## src/rtl/keytone_player_pkg.sv

```systemverilog
// Shared constants for keytone_player: note frequencies and FSM state encodings.
package keytone_player_pkg;

  localparam logic [1:0] ST_IDLE  = 2'd0;
  localparam logic [1:0] ST_PLAY1 = 2'd1;
  localparam logic [1:0] ST_GAP   = 2'd2;
  localparam logic [1:0] ST_PLAY2 = 2'd3;

  localparam int unsigned DIGIT_HZ [10] = '{262, 294, 330, 349, 392, 440, 494, 523, 587, 659};
  localparam int unsigned OP_HZ     = 784;
  localparam int unsigned CHIRP1_HZ = 880;
  localparam int unsigned CHIRP2_HZ = 1047;
  localparam int unsigned LOWEST_HZ = 262;

  function automatic int unsigned half_period(input int unsigned clk_hz, input int unsigned tone_hz);
    return clk_hz / (2 * tone_hz);
  endfunction

endpackage

```

## src/rtl/keytone_player_tone_divider.sv

```systemverilog
// Square-wave generator: toggles every halfPeriod cycles while enabled,
// restarting from 0 on enable rising or a load strobe.
module tone_divider #(
  parameter int unsigned HalfW = 12
) (
  input  logic             clk,
  input  logic             reset,
  input  logic [HalfW-1:0] halfPeriod,
  input  logic             enable,
  input  logic             load,
  input  logic             hold,
  output logic             out
);

  logic [HalfW-1:0] cnt_q, cnt_d;
  logic             phase_q, phase_d;
  logic             out_q, out_d;
  logic             en_q;
  logic             restart;

  assign restart = load | (enable & ~en_q);

  // phase keeps the free-running square; out only follows it at a boundary
  // so a released hold resumes on the next half-period edge.
  always_comb begin
    cnt_d   = cnt_q;
    phase_d = phase_q;
    out_d   = out_q;
    if (!enable || restart) begin
      cnt_d   = '0;
      phase_d = 1'b0;
      out_d   = 1'b0;
    end else if (cnt_q == halfPeriod - 1'b1) begin
      cnt_d   = '0;
      phase_d = ~phase_q;
      out_d   = ~phase_q & ~hold;
    end else begin
      cnt_d = cnt_q + 1'b1;
      if (hold) out_d = 1'b0;
    end
  end

  always_ff @(posedge clk or negedge reset) begin
    if (!reset) begin
      cnt_q   <= '0;
      phase_q <= 1'b0;
      out_q   <= 1'b0;
      en_q    <= 1'b0;
    end else begin
      cnt_q   <= cnt_d;
      phase_q <= phase_d;
      out_q   <= out_d;
      en_q    <= enable;
    end
  end

  assign out = out_q;

endmodule

```

## src/rtl/keytone_player.sv

```systemverilog
// Key-feedback buzzer: one note per key, two-note chirp on submit.
// Optional KEYTONE_MUTE_EN adds a mute input that silences the pin only.
module keytone_player
  import keytone_player_pkg::*;
#(
  parameter int unsigned clkFreq = 1000000,
  parameter int unsigned beepMs  = 80,
  parameter int unsigned gapMs   = 40
) (
  input  logic       clk,
  input  logic       reset,
  input  logic [3:0] num,
  input  logic       numPressed,
  input  logic       optPressed,
  input  logic       submit,
`ifdef KEYTONE_MUTE_EN
  input  logic       mute,
`endif
  output logic       buzzer,
  output logic       busy
);

  localparam int unsigned TICK  = clkFreq / 1000;
  localparam int unsigned PreW  = (TICK > 1) ? $clog2(TICK) : 1;
  localparam int unsigned MaxMs = (beepMs > gapMs) ? beepMs : gapMs;
  localparam int unsigned MsW   = (MaxMs > 1) ? $clog2(MaxMs) : 1;
  localparam int unsigned HalfW = $clog2(clkFreq / (2 * LOWEST_HZ) + 1);

  localparam logic [PreW-1:0]  TICK_LAST   = PreW'(TICK - 1);
  localparam logic [MsW-1:0]   BEEP_LAST   = MsW'(beepMs - 1);
  localparam logic [MsW-1:0]   GAP_LAST    = MsW'(gapMs - 1);
  localparam logic [HalfW-1:0] OP_HALF     = HalfW'(half_period(clkFreq, OP_HZ));
  localparam logic [HalfW-1:0] CHIRP1_HALF = HalfW'(half_period(clkFreq, CHIRP1_HZ));
  localparam logic [HalfW-1:0] CHIRP2_HALF = HalfW'(half_period(clkFreq, CHIRP2_HZ));

  logic [1:0]       state_q, state_d;
  logic [MsW-1:0]   msCnt_q, msCnt_d;
  logic [PreW-1:0]  pre_q, pre_d;
  logic [HalfW-1:0] half_q, half_d;
  logic             chirp_q, chirp_d;

  logic [HalfW-1:0] digitHalf [16];
  logic [HalfW-1:0] evHalf;
  logic             digitOk, accept, msTick, toneEn, toneHold, toneOut;

  always_comb begin
    for (int unsigned i = 0; i < 16; i++) digitHalf[i] = '0;
    for (int unsigned i = 0; i < 10; i++) digitHalf[i] = HalfW'(half_period(clkFreq, DIGIT_HZ[i]));
  end

  assign digitOk = numPressed && (num <= 4'd9);
  assign accept  = submit | optPressed | digitOk;
  assign evHalf  = submit ? CHIRP1_HALF : (optPressed ? OP_HALF : digitHalf[num]);
  assign msTick  = (pre_q == TICK_LAST);

  always_comb begin
    state_d = state_q;
    msCnt_d = msCnt_q;
    half_d  = half_q;
    chirp_d = chirp_q;
    pre_d   = msTick ? '0 : pre_q + 1'b1;
    case (state_q)
      ST_IDLE: begin
        pre_d   = '0;
        msCnt_d = '0;
      end
      ST_PLAY1: if (msTick) begin
        if (msCnt_q == BEEP_LAST) begin
          msCnt_d = '0;
          state_d = chirp_q ? ST_GAP : ST_IDLE;
        end else begin
          msCnt_d = msCnt_q + 1'b1;
        end
      end
      ST_GAP: if (msTick) begin
        if (msCnt_q == GAP_LAST) begin
          msCnt_d = '0;
          half_d  = CHIRP2_HALF;
          state_d = ST_PLAY2;
        end else begin
          msCnt_d = msCnt_q + 1'b1;
        end
      end
      ST_PLAY2: if (msTick) begin
        if (msCnt_q == BEEP_LAST) begin
          msCnt_d = '0;
          state_d = ST_IDLE;
        end else begin
          msCnt_d = msCnt_q + 1'b1;
        end
      end
      default: state_d = ST_IDLE;
    endcase
    // Any accepted event restarts the sequence from PLAY1, whatever the state.
    if (accept) begin
      state_d = ST_PLAY1;
      msCnt_d = '0;
      pre_d   = '0;
      half_d  = evHalf;
      chirp_d = submit;
    end
  end

  always_ff @(posedge clk or negedge reset) begin
    if (!reset) begin
      state_q <= ST_IDLE;
      msCnt_q <= '0;
      pre_q   <= '0;
      half_q  <= '0;
      chirp_q <= 1'b0;
    end else begin
      state_q <= state_d;
      msCnt_q <= msCnt_d;
      pre_q   <= pre_d;
      half_q  <= half_d;
      chirp_q <= chirp_d;
    end
  end

  // Driven from next state so leaving a play state clears the pin on that edge.
  assign toneEn = (state_d == ST_PLAY1) || (state_d == ST_PLAY2);

`ifdef KEYTONE_MUTE_EN
  assign toneHold = mute;
  assign buzzer   = toneOut & ~mute;
`else
  assign toneHold = 1'b0;
  assign buzzer   = toneOut;
`endif

  tone_divider #(
    .HalfW(HalfW)
  ) u_tone (
    .clk       (clk),
    .reset     (reset),
    .halfPeriod(half_q),
    .enable    (toneEn),
    .load      (accept),
    .hold      (toneHold),
    .out       (toneOut)
  );

  assign busy = (state_q != ST_IDLE);

endmodule
```

## config.mk

```make
export PLATFORM = sky130hd
export DESIGN_NAME = keytone_player
export DESIGN_NICKNAME = d
export VERILOG_FILES = /design/src/rtl/keytone_player_pkg.sv /design/src/rtl/keytone_player_tone_divider.sv /design/src/rtl/keytone_player.sv
export SDC_FILE = /design/constraint.sdc
export NUM_CORES = 1
export LEC_CHECK = 0
export BUFFER_PORTS_ARGS = -buffer_cell sky130_fd_sc_hd__buf_2
export CAP_MARGIN = 40
export CORE_MARGIN = 3
export CORE_UTILIZATION = 35
export CTS_BUF_LIST = sky130_fd_sc_hd__clkbuf_2 sky130_fd_sc_hd__clkbuf_4 sky130_fd_sc_hd__clkbuf_8
export DETAILED_ROUTE_END_ITERATION = 8
export SYNTH_ARGS = -nofsm -noshare
export SYNTH_HDL_FRONTEND = slang
export SYNTH_HIERARCHICAL = 1
export SYNTH_SLANG_ARGS = --single-unit
```

## constraint.sdc

```tcl
create_clock -name clk -period 2.25 [get_ports clk]
set_input_delay 0.1125 -clock clk [delete_from_list [all_inputs] [get_ports clk]]
set_output_delay 0.1125 -clock clk [all_outputs]
set_load 0.05 [all_outputs]
```

==> results of run 1 <==
-- Yosys cell counts (all sizes together) (6+ instances only) --
| cell type | n |
|---|---|
| xnor2 | 15 |
| nor3 | 7 |
| dfrtp | 45 |
| a21oi | 17 |
| inv | 18 |
| xor2 | 11 |
| nor2 | 36 |
| nand3 | 15 |
| nand2 | 19 |
| and3 | 11 |
| ha | 11 |
| buf | 6 |
| nor4 | 6 |
| o21ai | 11 |
-- registers in the layout, indices dropped and copies added (netlist names) --
name	cells
half_q	11
u_tone/cnt_q	11
pre_q	10
msCnt_q	7
state_q	2
chirp_q	1
u_tone/en_q	1
u_tone/out	1
u_tone/phase_q	1
-- routing by layer --
metal / wire, um / global-route usage (%) / part of all wire [%] / vias up
li1: - / - / - / 1225
met1: 3183 / 20.69 / 52 / 1110
met2: 2747 / 21.33 / 45 / 39
met3: 151 / 2.169 / 2.5 / 7
met4: 78 / 4.439 / 1.3 / 0
met5: 0 / 0 / 0 / -
-- cell families (layout without fill, tap and decap cells) --
family          count (synthesis)  count (layout)
xor+xnor                       27              27
compound gates                 75              75
other cells                     1               2
fa+ha+maj                      11              11
buf+inv                        30              76
flops                          45              45
simple gates                  122             122
mux                             2               2
-- power by group through the flow --
stage	logic, mW	clock network, mW	registers (mW)
after detailed placement	0.259	0	0.854
after global routing	0.324	0.581	0.841
after CTS	0.265	0.542	0.837
after floorplan	0.157	0	0.859
final	0.290	0.525	0.838
after global placement	0.257	0	0.853
-- area by class of cell --
type / count / area [um2] / share of cell area, %
inverter: 19 / 76.32 / 2.216
clock inverter: 3 / 25.02 / 0.7265
sequential: 45 / 1126 / 32.69
tap: 102 / 127.6 / 3.705
multi-input combinational: 239 / 1653 / 47.98
timing repair buffer: 49 / 367.9 / 10.68
clock buffer: 5 / 68.82 / 1.998
-- cell usage in the layout, fill, tap and decap left out, types with 3 or more instances in the layout --
master | synthesis | layout
sky130_fd_sc_hd__a21o_1 | 4 | 4
sky130_fd_sc_hd__a21oi_1 | 17 | 17
sky130_fd_sc_hd__a31oi_1 | 3 | 3
sky130_fd_sc_hd__and3_1 | 11 | 10
sky130_fd_sc_hd__buf_2 | 3 | 10
sky130_fd_sc_hd__buf_4 | 0 | 32
sky130_fd_sc_hd__buf_6 | 2 | 6
sky130_fd_sc_hd__clkbuf_8 | 0 | 5
sky130_fd_sc_hd__dfrtp_1 | 45 | 45
sky130_fd_sc_hd__ha_1 | 11 | 10
sky130_fd_sc_hd__inv_1 | 17 | 16
sky130_fd_sc_hd__inv_6 | 1 | 3
sky130_fd_sc_hd__nand2_1 | 19 | 19
sky130_fd_sc_hd__nand2b_1 | 4 | 4
sky130_fd_sc_hd__nand3_1 | 15 | 15
sky130_fd_sc_hd__nand4_1 | 3 | 3
sky130_fd_sc_hd__nor2_1 | 35 | 35
sky130_fd_sc_hd__nor3_1 | 6 | 6
sky130_fd_sc_hd__nor4_1 | 5 | 4
sky130_fd_sc_hd__o211ai_1 | 5 | 5
sky130_fd_sc_hd__o21ai_0 | 9 | 8
sky130_fd_sc_hd__o22a_1 | 5 | 5
sky130_fd_sc_hd__o22ai_1 | 4 | 3
sky130_fd_sc_hd__o31ai_1 | 5 | 5
sky130_fd_sc_hd__or3_1 | 4 | 4
sky130_fd_sc_hd__or4_4 | 2 | 3
sky130_fd_sc_hd__xnor2_1 | 15 | 15
sky130_fd_sc_hd__xor2_1 | 11 | 11
-- path summary, 6_finish.rpt --
check / cells past startpoint / endpoint / from
setup reg to reg: 8 / u_tone/cnt_q[4] / half_q[5]
max in group asynchronous: 3 / u_tone/cnt_q[10] / reset
setup / recovery: 8 / u_tone/cnt_q[4] / half_q[5]
hold reg to reg: 1 / pre_q[0] / pre_q[0]
min in group asynchronous: 2 / msCnt_q[4] / reset
hold / removal: 2 / chirp_q / submit
-- what timing repair did --
item                                   4_1_cts  5_1_grt
gates resized for setup                      3       14
setup buffers                                1        3
setup endpoints to repair                   13       13
pin swaps                                    0        3
cloned                                       0        1
endpoints found under the hold margin       26        0
hold buffers                                 1        0
-- metrics by stage --
stage | cell area [um2] | util [%]
5_1_grt | 3445 | 43.89
3_3_place_gp | 3231 | 41.17
4_1_cts | 3358 | 42.79
2_1_floorplan | 2892 | -
3_5_place_dp | 3231 | 41.17
6_report | 3445 | 43.89
==> run_results.csv, run 1 <==
group,metric,value,unit
power,sw_frac_of_total,28.25,%
synth,mappedNetlistArea,2861,um2
global_route,grt_antenna_before_repair,0,
floorplan,top_level_ports,11,
floorplan,floorplan.initialDensity,36.46,%
cts,tritoncts.num_buffers,5,
placement,place.detailed.hpwl,4.546,mm
synth,post-synth-top-area-fraction,39.35,%
final_layout,design.final.nets,379,
synth,synth_cell_type_count,65,
detailed_routing,ant_nets,0,
synth,ff_latch_count_synth,45,
worst_setup_path,type_of_destination_of_the_critical_path,"flip-flop",
synth,postSynthCellCount,313,
timing,setup_total_negative_slack,-1.482,ns
synth,yosys.area_share.simple,22.87,%
power,vdd.ir_drop.worst,0.2577,mV
timing,final-setup-viol-count,13,
detailed_routing,viasPerCell,5.154,
global_route,track_usage,14.12,%
synth,synth-compound-area-share,18.63,%
timing,timing.final.max_slew_violations,0,
min_path,hold_path.class,"in2reg",
synth,syn_avg_cell_area,9.142,um2
detailed_routing,routed-via-count,2381,
global_route,grt_start_max_net_pins,29,
power,internal_power_component,1.185,mW
cts,clk_latency,0.30,ns
synth,synth.yosys.seq_area_share,39.35,%
cts,h-tree-depth,2,
worst_setup_path,slowest_library_cell_on_the_worst_path,"sky130_fd_sc_hd__or4_4",
worst_setup_path,timing.critical_path.from_type,"flip-flop",
final_layout,antenna_cells,0,
worst_setup_path,cpLargestDelayFamily,"simple AND/OR/NAND/NOR gates",
cts,root_buffer,"sky130_fd_sc_hd__clkbuf_8",
synth,synth_adder_area_share,4.810,%
worst_setup_path,worst_path_largest_cell_delay,0.56,ns
timing,post-route-min-period,2.389,ns
placement,routabilityCongestion,0.8897,
synth,synthFlopType,"sky130_fd_sc_hd__dfrtp_1",
floorplan,die-area,9297,um2
power,p_switching,466.7,uW
timing,maxClockFrequency,418.6,MHz
cts,cts_sinks,45,
global_route,grt_first_pass_wirelength,10.50,mm
final_layout,post_route_cells_drive_above_1_share,22.22,%
floorplan,die-height,96.42,um
timing,skew,0.008391,ns
cts,clk_path_buf_depth,2,
timing,finalCritPeriodShare,106.2,%
placement,placedCellCount,448,
global_route,first_global_vias,2247,
worst_setup_path,worstPathArrival,2.58,ns
synth,synthMuxAreaShare,0.6996,%
floorplan,rows,32,
detailed_routing,remaining_routing_drc_violations,0,
flow_run,timing.max_cap.violations,0,
timing,worst_hold_slack,0.08701,ns
synth,synthesis.yosys.warnings,6,
timing,max_slew.worst_pin.slew,0.5932,ns
worst_setup_path,cp_num_buf_inv,2,
worst_setup_path,ff2ff_setup_slack,-0.14,ns
synth,top_cells_by_area_synth,"sky130_fd_sc_hd__dfrtp_1 (39%), sky130_fd_sc_hd__ha_1 (4.8%), sky130_fd_sc_hd__nor2_1 (4.6%)",
global_route,grt.overflow.total,0,
detailed_routing,routedWlPerCell,13.33,um
timing,maxSlewHeadroom,60.45,%
worst_setup_path,crit_type,"reg2reg",
worst_setup_path,critical_path.cell_chain,"or4_4 -> nor4_4 -> xnor2_1 -> or4_4 -> buf_6 -> o21ai_4 -> buf_6 -> nor2_1",
synth,post_synth_xor_area_fraction,8.745,%
timing,finalHoldViolCount,0,
power,combPwrFrac,17.5,%
power,power.clock.fraction,31.8,%
power,share_seq_of_total_power,50.7,%
power,report.power.total,1.652,mW
power,power_per_cell_area,479.5,nW/um2
synth,synth-edff-count,0,
detailed_routing,totalWireLength,6.160,mm
run_status,violations,"setup timing",
worst_setup_path,max_fo_critical_path,5,
floorplan,chipWidth,96.42,um
final_layout,num-fill-cells,797,
cts,clock_tree_from_tritoncts,"built",
timing,setup_ws,-0.1387,ns
final_layout,area_growth,20.38,%
final_layout,final_cell_count_no_fill,462,
detailed_routing,drt_pass1_iterations,4,
timing,unrepaired_setup_endpoints_after_global_routing,"true",
placement,preCtsSetupSlack,-0.1107,ns
power,p_leak,1.487,nW
floorplan,design.core.area,7848,um2
synth,yosysTopAreaCell,"sky130_fd_sc_hd__dfrtp_1",
run_status,run_status,"complete, but fails checks",
cts,clk_transition_reported_paths,0.09,ns
synth,asyncSetResetFlopFracSynth,100.0,%
detailed_routing,dr.first_iter.drc_count,97,
worst_setup_path,crit_required,2.44,ns
synth,main_combinational_cell_family_by_area_after_synthesis,"simple AND/OR/NAND/NOR gates",
placement,io_buffers,10,
Power figures use the tool's default switching activity.
==> run 2, diff against run 1 <==
--- a/config.mk
+++ b/config.mk
@@ -11,7 +11,7 @@
 export CORE_UTILIZATION = 35
 export CTS_BUF_LIST = sky130_fd_sc_hd__clkbuf_2 sky130_fd_sc_hd__clkbuf_4 sky130_fd_sc_hd__clkbuf_8
 export DETAILED_ROUTE_END_ITERATION = 8
+export REMOVE_ABC_BUFFERS = 1
 export SYNTH_ARGS = -nofsm -noshare
 export SYNTH_HDL_FRONTEND = slang
-export SYNTH_HIERARCHICAL = 1
 export SYNTH_SLANG_ARGS = --single-unit
==> run_results.csv, run 2 <==
group,metric,value,unit
timing,skew,0.01093,ns
worst_setup_path,worstPathArrival,2.70,ns
global_route,grt.overflow.total,0,
cts,clk_transition_reported_paths,0.08,ns
worst_setup_path,worst_path_largest_cell_delay,0.54,ns
worst_setup_path,slowest_library_cell_on_the_worst_path,"sky130_fd_sc_hd__or4_4",
global_route,grt_antenna_before_repair,0,
detailed_routing,drt_pass1_iterations,4,
power,internal_power_component,1.242,mW
detailed_routing,dr.first_iter.drc_count,104,
detailed_routing,viasPerCell,5.268,
worst_setup_path,r2r-start,"half_q[0]",
timing,finalHoldViolCount,0,
final_layout,area.sequential,1076,um2
placement,io_buffers,10,
timing,maxSlewHeadroom,70.27,%
detailed_routing,ant_nets,0,
final_layout,antenna_cells,0,
min_path,hold_path.class,"in2reg",
worst_setup_path,critical_path.cell_chain,"inv_2 -> ha_4 -> or4b_4 -> or4b_1 -> nand2_2 -> a31oi_4 -> or4_4 -> a21oi_2",
floorplan,chipWidth,93.47,um
final_layout,area_growth,22.80,%
timing,maxClockFrequency,405.7,MHz
synth,yosysTopAreaCell,"sky130_fd_sc_hd__dfrtp_1",
power,share_seq_of_total_power,49.0,%
worst_setup_path,reg2reg_to,"u_tone.phase_q",
cts,tritoncts.num_buffers,5,
worst_setup_path,max_fo_critical_path,3,
global_route,first_global_vias,2316,
worst_setup_path,timing.critical_path.from_type,"flip-flop",
worst_setup_path,ff2ff_setup_slack,-0.21,ns
power,sw_frac_of_total,24.73,%
timing,timing.final.max_slew_violations,0,
synth,synth-compound-area-share,18.04,%
global_route,grt_first_pass_wirelength,10.45,mm
run_status,run_status,"complete, but fails checks",
final_layout,num-fill-cells,717,
final_layout,utilization_after_layout,44.85,%
power,p_leak,1.332,nW
global_route,track_usage,14.85,%
cts,h-tree-depth,2,
timing,setup_ws,-0.2146,ns
final_layout,post_route_cells_drive_above_1_share,23.15,%
cts,clk_path_buf_depth,2,
final_layout,layout.cells.most_common_list,"sky130_fd_sc_hd__dfrtp_1 (43), sky130_fd_sc_hd__nor2_1 (34), sky130_fd_sc_hd__buf_4 (32)",
synth,ff_latch_count_synth,43,
timing,max_slew.worst_pin.slew,0.4427,ns
timing,unrepaired_setup_endpoints_after_global_routing,"true",
timing,worst_hold_slack,0.03577,ns
floorplan,top_level_ports,11,
synth,synth_adder_area_share,5.140,%
synth,synthMuxAreaShare,0,%
power,combPwrFrac,15.2,%
floorplan,floorplan.initialDensity,36.53,%
synth,synth_top_cells_by_count,"sky130_fd_sc_hd__dfrtp_1 (43), sky130_fd_sc_hd__nor2_1 (34), sky130_fd_sc_hd__nand2_1 (20)",
worst_setup_path,crit_required,2.48,ns
placement,placedCellCount,422,
power,power.clock.fraction,35.8,%
floorplan,die-area,8736,um2
min_path,hold_path_startpoint,"numPressed",
final_layout,final_cell_count_no_fill,436,
floorplan,die-height,93.47,um
detailed_routing,routedWlPerCell,13.96,um
final_layout,multi_input_comb_area,1613,um2
placement,preCtsSetupSlack,-0.2740,ns
detailed_routing,routed-via-count,2297,
worst_setup_path,type_of_destination_of_the_critical_path,"flip-flop",
power,power_per_cell_area,501.7,nW/um2
cts,clock_tree_from_tritoncts,"built",
synth,mappedNetlistArea,2678,um2
cts,clk_latency,0.30,ns
synth,leading_cell_type_by_number_of_instances_after_synthesis,"sky130_fd_sc_hd__dfrtp_1",
placement,place.detailed.hpwl,4.435,mm
flow_run,timing.max_cap.violations,0,
synth,post-synth-top-area-fraction,40.19,%
power,vdd.ir_drop.worst,0.3047,mV
timing,final-setup-viol-count,12,
synth,synth.yosys.seq_area_share,40.19,%
run_status,violations,"setup timing",
synth,synth_cell_type_count,58,
synth,yosys.area_share.simple,23.97,%
timing,finalCritPeriodShare,109.5,%
min_path,hold_path_depth,2,
floorplan,design.core.area,7331,um2
detailed_routing,remaining_routing_drc_violations,0,
synth,post_synth_xor_area_fraction,9.486,%
synth,asyncSetResetFlopFracSynth,100.0,%
synth,synthFlopType,"sky130_fd_sc_hd__dfrtp_1",
placement,place_area,3027,um2
floorplan,rows,31,
final_layout,final_design_area_no_fill,3288,um2
timing,post-route-min-period,2.465,ns
cts,root_buffer,"sky130_fd_sc_hd__clkbuf_8",
global_route,grt_start_max_net_pins,36,
placement,routabilityCongestion,0.8329,
min_path,worst_hold_path.endpoint,"half_q[7]",
final_layout,largest_registers,"half_q (11), u_tone.cnt_q (11), pre_q (10)",
power,p_switching,408.0,uW
detailed_routing,totalWireLength,6.088,mm
synth,syn_avg_cell_area,9.077,um2
final_layout,design.final.nets,357,
synth,main_combinational_cell_family_by_area_after_synthesis,"simple AND/OR/NAND/NOR gates",
worst_setup_path,path_depth_of_the_worst_reg2reg_path,8,
worst_setup_path,crit_type,"reg2reg",
synth,synth-edff-count,0,
synth,postSynthCellCount,295,
cts,cts_sinks,43,
final_layout,most_common_cell_after_layout_fill_and_taps_aside,"sky130_fd_sc_hd__dfrtp_1",
synth,top_cells_by_area_synth,"sky130_fd_sc_hd__dfrtp_1 (40%), sky130_fd_sc_hd__ha_1 (5.1%), sky130_fd_sc_hd__xor2_1 (4.9%)",
synth,synthesis.yosys.warnings,0,
-- run 2: cell count changes in the layout (fill, tap and decap cells not counted), moves of 4 or more --
cell	before	now
sky130_fd_sc_hd__and3_1	10	2
sky130_fd_sc_hd__buf_6	6	1
sky130_fd_sc_hd__nor3_2	1	8
sky130_fd_sc_hd__xor2_1	11	15
sky130_fd_sc_hd__a21oi_1	17	10
sky130_fd_sc_hd__inv_1	16	8
-- run 2: how the worst max path moves through the flow --
stage / startpoint / end / cells after the start
final: half_q[0] / u_tone.phase_q / 8
after global routing: half_q[0] / u_tone.phase_q / 8
after CTS: half_q[0] / u_tone.phase_q / 8
after detailed placement: half_q[0] / u_tone.phase_q / 8
after global placement: half_q[0] / u_tone.phase_q / 8
after floorplan: half_q[0] / u_tone.cnt_q[1] / 8
-- run 2: cell families (layout without fill, tap and decap cells) --
logic type / Yosys count / in the layout
buffers and inverters: 20 / 62
XOR/XNOR: 29 / 29
AND/OR/NAND/NOR: 124 / 124
adder cells (fa/ha/maj): 11 / 11
AO/OA/AOI/OAI: 68 / 68
flip-flops: 43 / 43
-- run 2: per-layer routing --
layer,global-route usage [%],share of wire (%),up-vias
li1,-,-,1167
met1,19.33,47,1098
met2,24.84,49,24
met3,2.414,2.3,8
met4,5.250,1.5,0
met5,0,0,-
-- run 2: cell type report --
cell class,count,area share (%)
Timing Repair Buffer,45,10.08
Tap cell,99,3.767
Clock inverter,1,0.9132
Sequential cell,43,32.72
Inverter,10,1.142
Multi-Input combinational cell,232,49.05
Clock buffer,6,2.321
-- run 2: worst max-delay path: cells and delay by family (launching register included) --
family	cells	cell delay [ns]
AND/OR/NAND/NOR	4	1.59
buffers and inverters	1	0.08
AO/OA/AOI/OAI	2	0.23
flip-flops	1	0.39
adder cells (fa/ha/maj)	1	0.13
-- run 2: per-stage QoR --
step                      setup TNS [ns]  power [mW]
after detailed placement          -1.663       1.051
final                             -1.225       1.650
after floorplan                   -6.781      0.9396
after global routing              -2.783       1.736
after global placement            -1.205       1.043
after CTS                         -1.334       1.663
-- run 2: repair_timing --
action | 4_1_cts | 5_1_grt
hold buffers | 1 | 0
buffers inserted | 4 | 1
pin swaps | 8 | 5
gates resized for setup | 11 | 14
hold endpoints to repair | 43 | 0
gates cloned | 1 | 0
endpoints found under the setup margin | 12 | 12
-- run 2: power groups by stage --
| stage | logic (mW) | clock network (mW) | registers [mW] |
|---|---|---|---|
| finish | 0.251 | 0.591 | 0.808 |
| detailed placement | 0.228 | 0 | 0.823 |
| global placement | 0.221 | 0 | 0.822 |
| floorplan | 0.115 | 0 | 0.824 |
| CTS | 0.245 | 0.611 | 0.808 |
| global route | 0.282 | 0.644 | 0.811 |
==> run 3, diff against run 2 <==
--- a/config.mk
+++ b/config.mk
@@ -7,7 +7,6 @@
 export LEC_CHECK = 0
 export BUFFER_PORTS_ARGS = -buffer_cell sky130_fd_sc_hd__buf_2
 export CAP_MARGIN = 40
-export CORE_MARGIN = 3
 export CORE_UTILIZATION = 35
 export CTS_BUF_LIST = sky130_fd_sc_hd__clkbuf_2 sky130_fd_sc_hd__clkbuf_4 sky130_fd_sc_hd__clkbuf_8
 export DETAILED_ROUTE_END_ITERATION = 8
==> constraint.sdc (replaced) <==
create_clock -name clk -period 2.25 [get_ports clk]
set_input_delay 0.45 -clock clk [delete_from_list [all_inputs] [get_ports clk]]
set_output_delay 0.45 -clock clk [all_outputs]
set_load 0.05 [all_outputs]
==> run_results.csv, run 3 (synthesis gave the netlist of run 2 again) <==
group,metric,value,unit
min_path,hold_path.class,"in2async",
power,internal_power_component,1.234,mW
worst_setup_path,type_of_destination_of_the_critical_path,"flip-flop",
worst_setup_path,critical_path.cell_chain,"inv_2 -> ha_4 -> or4b_4 -> or4b_1 -> nand2_1 -> a31oi_2 -> or4_1 -> a21oi_1",
detailed_routing,drt_pass1_iterations,4,
worst_setup_path,worst_path_largest_cell_delay,0.51,ns
final_layout,layout.cells.most_common_list,"sky130_fd_sc_hd__dfrtp_1 (43), sky130_fd_sc_hd__nor2_1 (34), sky130_fd_sc_hd__buf_4 (33)",
worst_setup_path,cpLargestDelayFamily,"simple AND/OR/NAND/NOR gates",
global_route,met2_usage,31.09,%
global_route,grt_use_met1,21.08,%
detailed_routing,routedWlPerCell,13.67,um
final_layout,antenna_cells,0,
placement,place.detailed.hpwl,4.411,mm
floorplan,floorplan.initialDensity,36.53,%
worst_setup_path,crit_required,2.48,ns
timing,setup_total_negative_slack,-1.130,ns
final_layout,num-fill-cells,718,
global_route,grt_antenna_before_repair,0,
detailed_routing,dr.first_iter.drc_count,83,
power,p_switching,406.6,uW
power,combPwrFrac,14.4,%
final_layout,utilization_after_layout,43.40,%
cts,cts_sinks,43,
worst_setup_path,max_fo_critical_path,4,
final_layout,post_route_cells_drive_above_1_share,19.10,%
power,report.power.total,1.641,mW
detailed_routing,routed-via-count,2313,
timing,finalHoldViolCount,0,
floorplan,die-area,8004,um2
floorplan,top_level_ports,11,
final_layout,area_growth,18.83,%
placement,preCtsSetupSlack,-0.2697,ns
timing,post-route-min-period,2.438,ns
timing,maxClockFrequency,410.2,MHz
worst_setup_path,worstPathArrival,2.67,ns
cts,clock_tree_from_tritoncts,"built",
global_route,first_global_vias,2358,
cts,clk_latency,0.30,ns
run_status,run_status,"complete, but fails checks",
power,power.clock.fraction,36.4,%
worst_setup_path,timing.critical_path.from_type,"flip-flop",
cts,tritoncts.num_buffers,5,
placement,placedCellCount,423,
run_status,violations,"setup timing",
timing,setup_ws,-0.1880,ns
power,vdd.ir_drop.worst,0.2428,mV
cts,root_buffer,"sky130_fd_sc_hd__clkbuf_8",
timing,finalCritPeriodShare,108.4,%
worst_setup_path,slowest_library_cell_on_the_worst_path,"sky130_fd_sc_hd__or4_1",
timing,timing.final.max_slew_violations,0,
power,sw_frac_of_total,24.78,%
placement,io_buffers,10,
cts,h-tree-depth,2,
detailed_routing,viasPerCell,5.329,
power,power_per_cell_area,515.7,nW/um2
timing,max_slew.worst_pin.slew,0.5560,ns
final_layout,most_common_cell_after_layout_fill_and_taps_aside,"sky130_fd_sc_hd__dfrtp_1",
final_layout,final_cell_count_no_fill,434,
timing,skew,0.01181,ns
global_route,grt_start_max_net_pins,44,
worst_setup_path,ff2ff_setup_slack,-0.19,ns
worst_setup_path,crit_type,"reg2reg",
detailed_routing,remaining_routing_drc_violations,0,
floorplan,rows,31,
timing,final-setup-viol-count,12,
global_route,grt.overflow.total,0,
global_route,gr-max-usage-layer,"met2",
flow_run,timing.max_cap.violations,0,
cts,clk_path_buf_depth,2,
timing,unrepaired_setup_endpoints_after_global_routing,"true",
floorplan,chipWidth,89.47,um
timing,maxSlewHeadroom,62.94,%
placement,routabilityCongestion,0.8406,
detailed_routing,ant_nets,0,
worst_setup_path,cp_num_buf_inv,1,
final_layout,largest_registers,"half_q (11), u_tone.cnt_q (11), pre_q (10)",
detailed_routing,totalWireLength,5.932,mm
floorplan,design.core.area,7331,um2
final_layout,design.final.nets,355,
cts,clk_transition_reported_paths,0.08,ns
power,p_leak,1.312,nW
global_route,track_usage,17.17,%
global_route,global_route.usage.met3,2.862,%
floorplan,die-height,89.47,um
global_route,grt_first_pass_wirelength,10.65,mm
power,share_seq_of_total_power,49.2,%
## run 3: changes by cell type in the layout (fill, tap and decap cells not counted), sizes merged
cell | before | now
dlygate4sd3 | 1 | 0
buf | 44 | 43
## run 3: final cells by class
cell class,count,area [um2],area share (%)
timing repair buffer,43,297.8,9.359
clock inverter,1,30.03,0.9438
multi-input combinational,232,1540,48.41
sequential,43,1076,33.82
inverter,10,37.54,1.180
tap,99,123.9,3.893
clock buffer,6,76.32,2.399
## run 3: final timing paths
| path | startpoint | cells past startpoint | end |
|---|---|---|---|
| setup / recovery | half_q[0] | 8 | u_tone.phase_q |
| hold / removal | reset | 2 | half_q[5] |
| setup reg to reg | half_q[0] | 8 | u_tone.phase_q |
| hold reg to reg | pre_q[0] | 1 | pre_q[0] |
| max in group asynchronous | reset | 2 | half_q[9] |
| min in group clk | numPressed | 2 | half_q[7] |
## run 3: stage by stage
step	hold WS (ns)	instance area, um2
global placement	0.4672	3022
detailed placement	0.4821	3022
finish	0.2277	3182
floorplan	0.1544	2630
global route	0.2845	3182
CTS	0.2477	3169
## run 3: what timing repair did
action | 4_1_cts | 5_1_grt
pin swaps | 4 | 1
buffers inserted | 3 | 1
hold buffers | 0 | 0
endpoints found under the hold margin | 0 | 0
resized for setup | 5 | 1
setup endpoints to repair | 12 | 13
cloned | 0 | 0
## run 3: routing by layer
layer | wire length [um] | share of wire, %
met3 | 108 | 1.8
met4 | 72 | 1.2
met1 | 2866 | 48
met2 | 2886 | 49
met5 | 0 | 0
## run 3: power groups by stage
stage	clock [mW]	sequential (mW)	combinational (mW)
floorplan	0	0.824	0.115
global placement	0	0.822	0.222
detailed placement	0	0.822	0.225
CTS	0.609	0.807	0.238
global route	0.640	0.809	0.268
finish	0.597	0.808	0.237
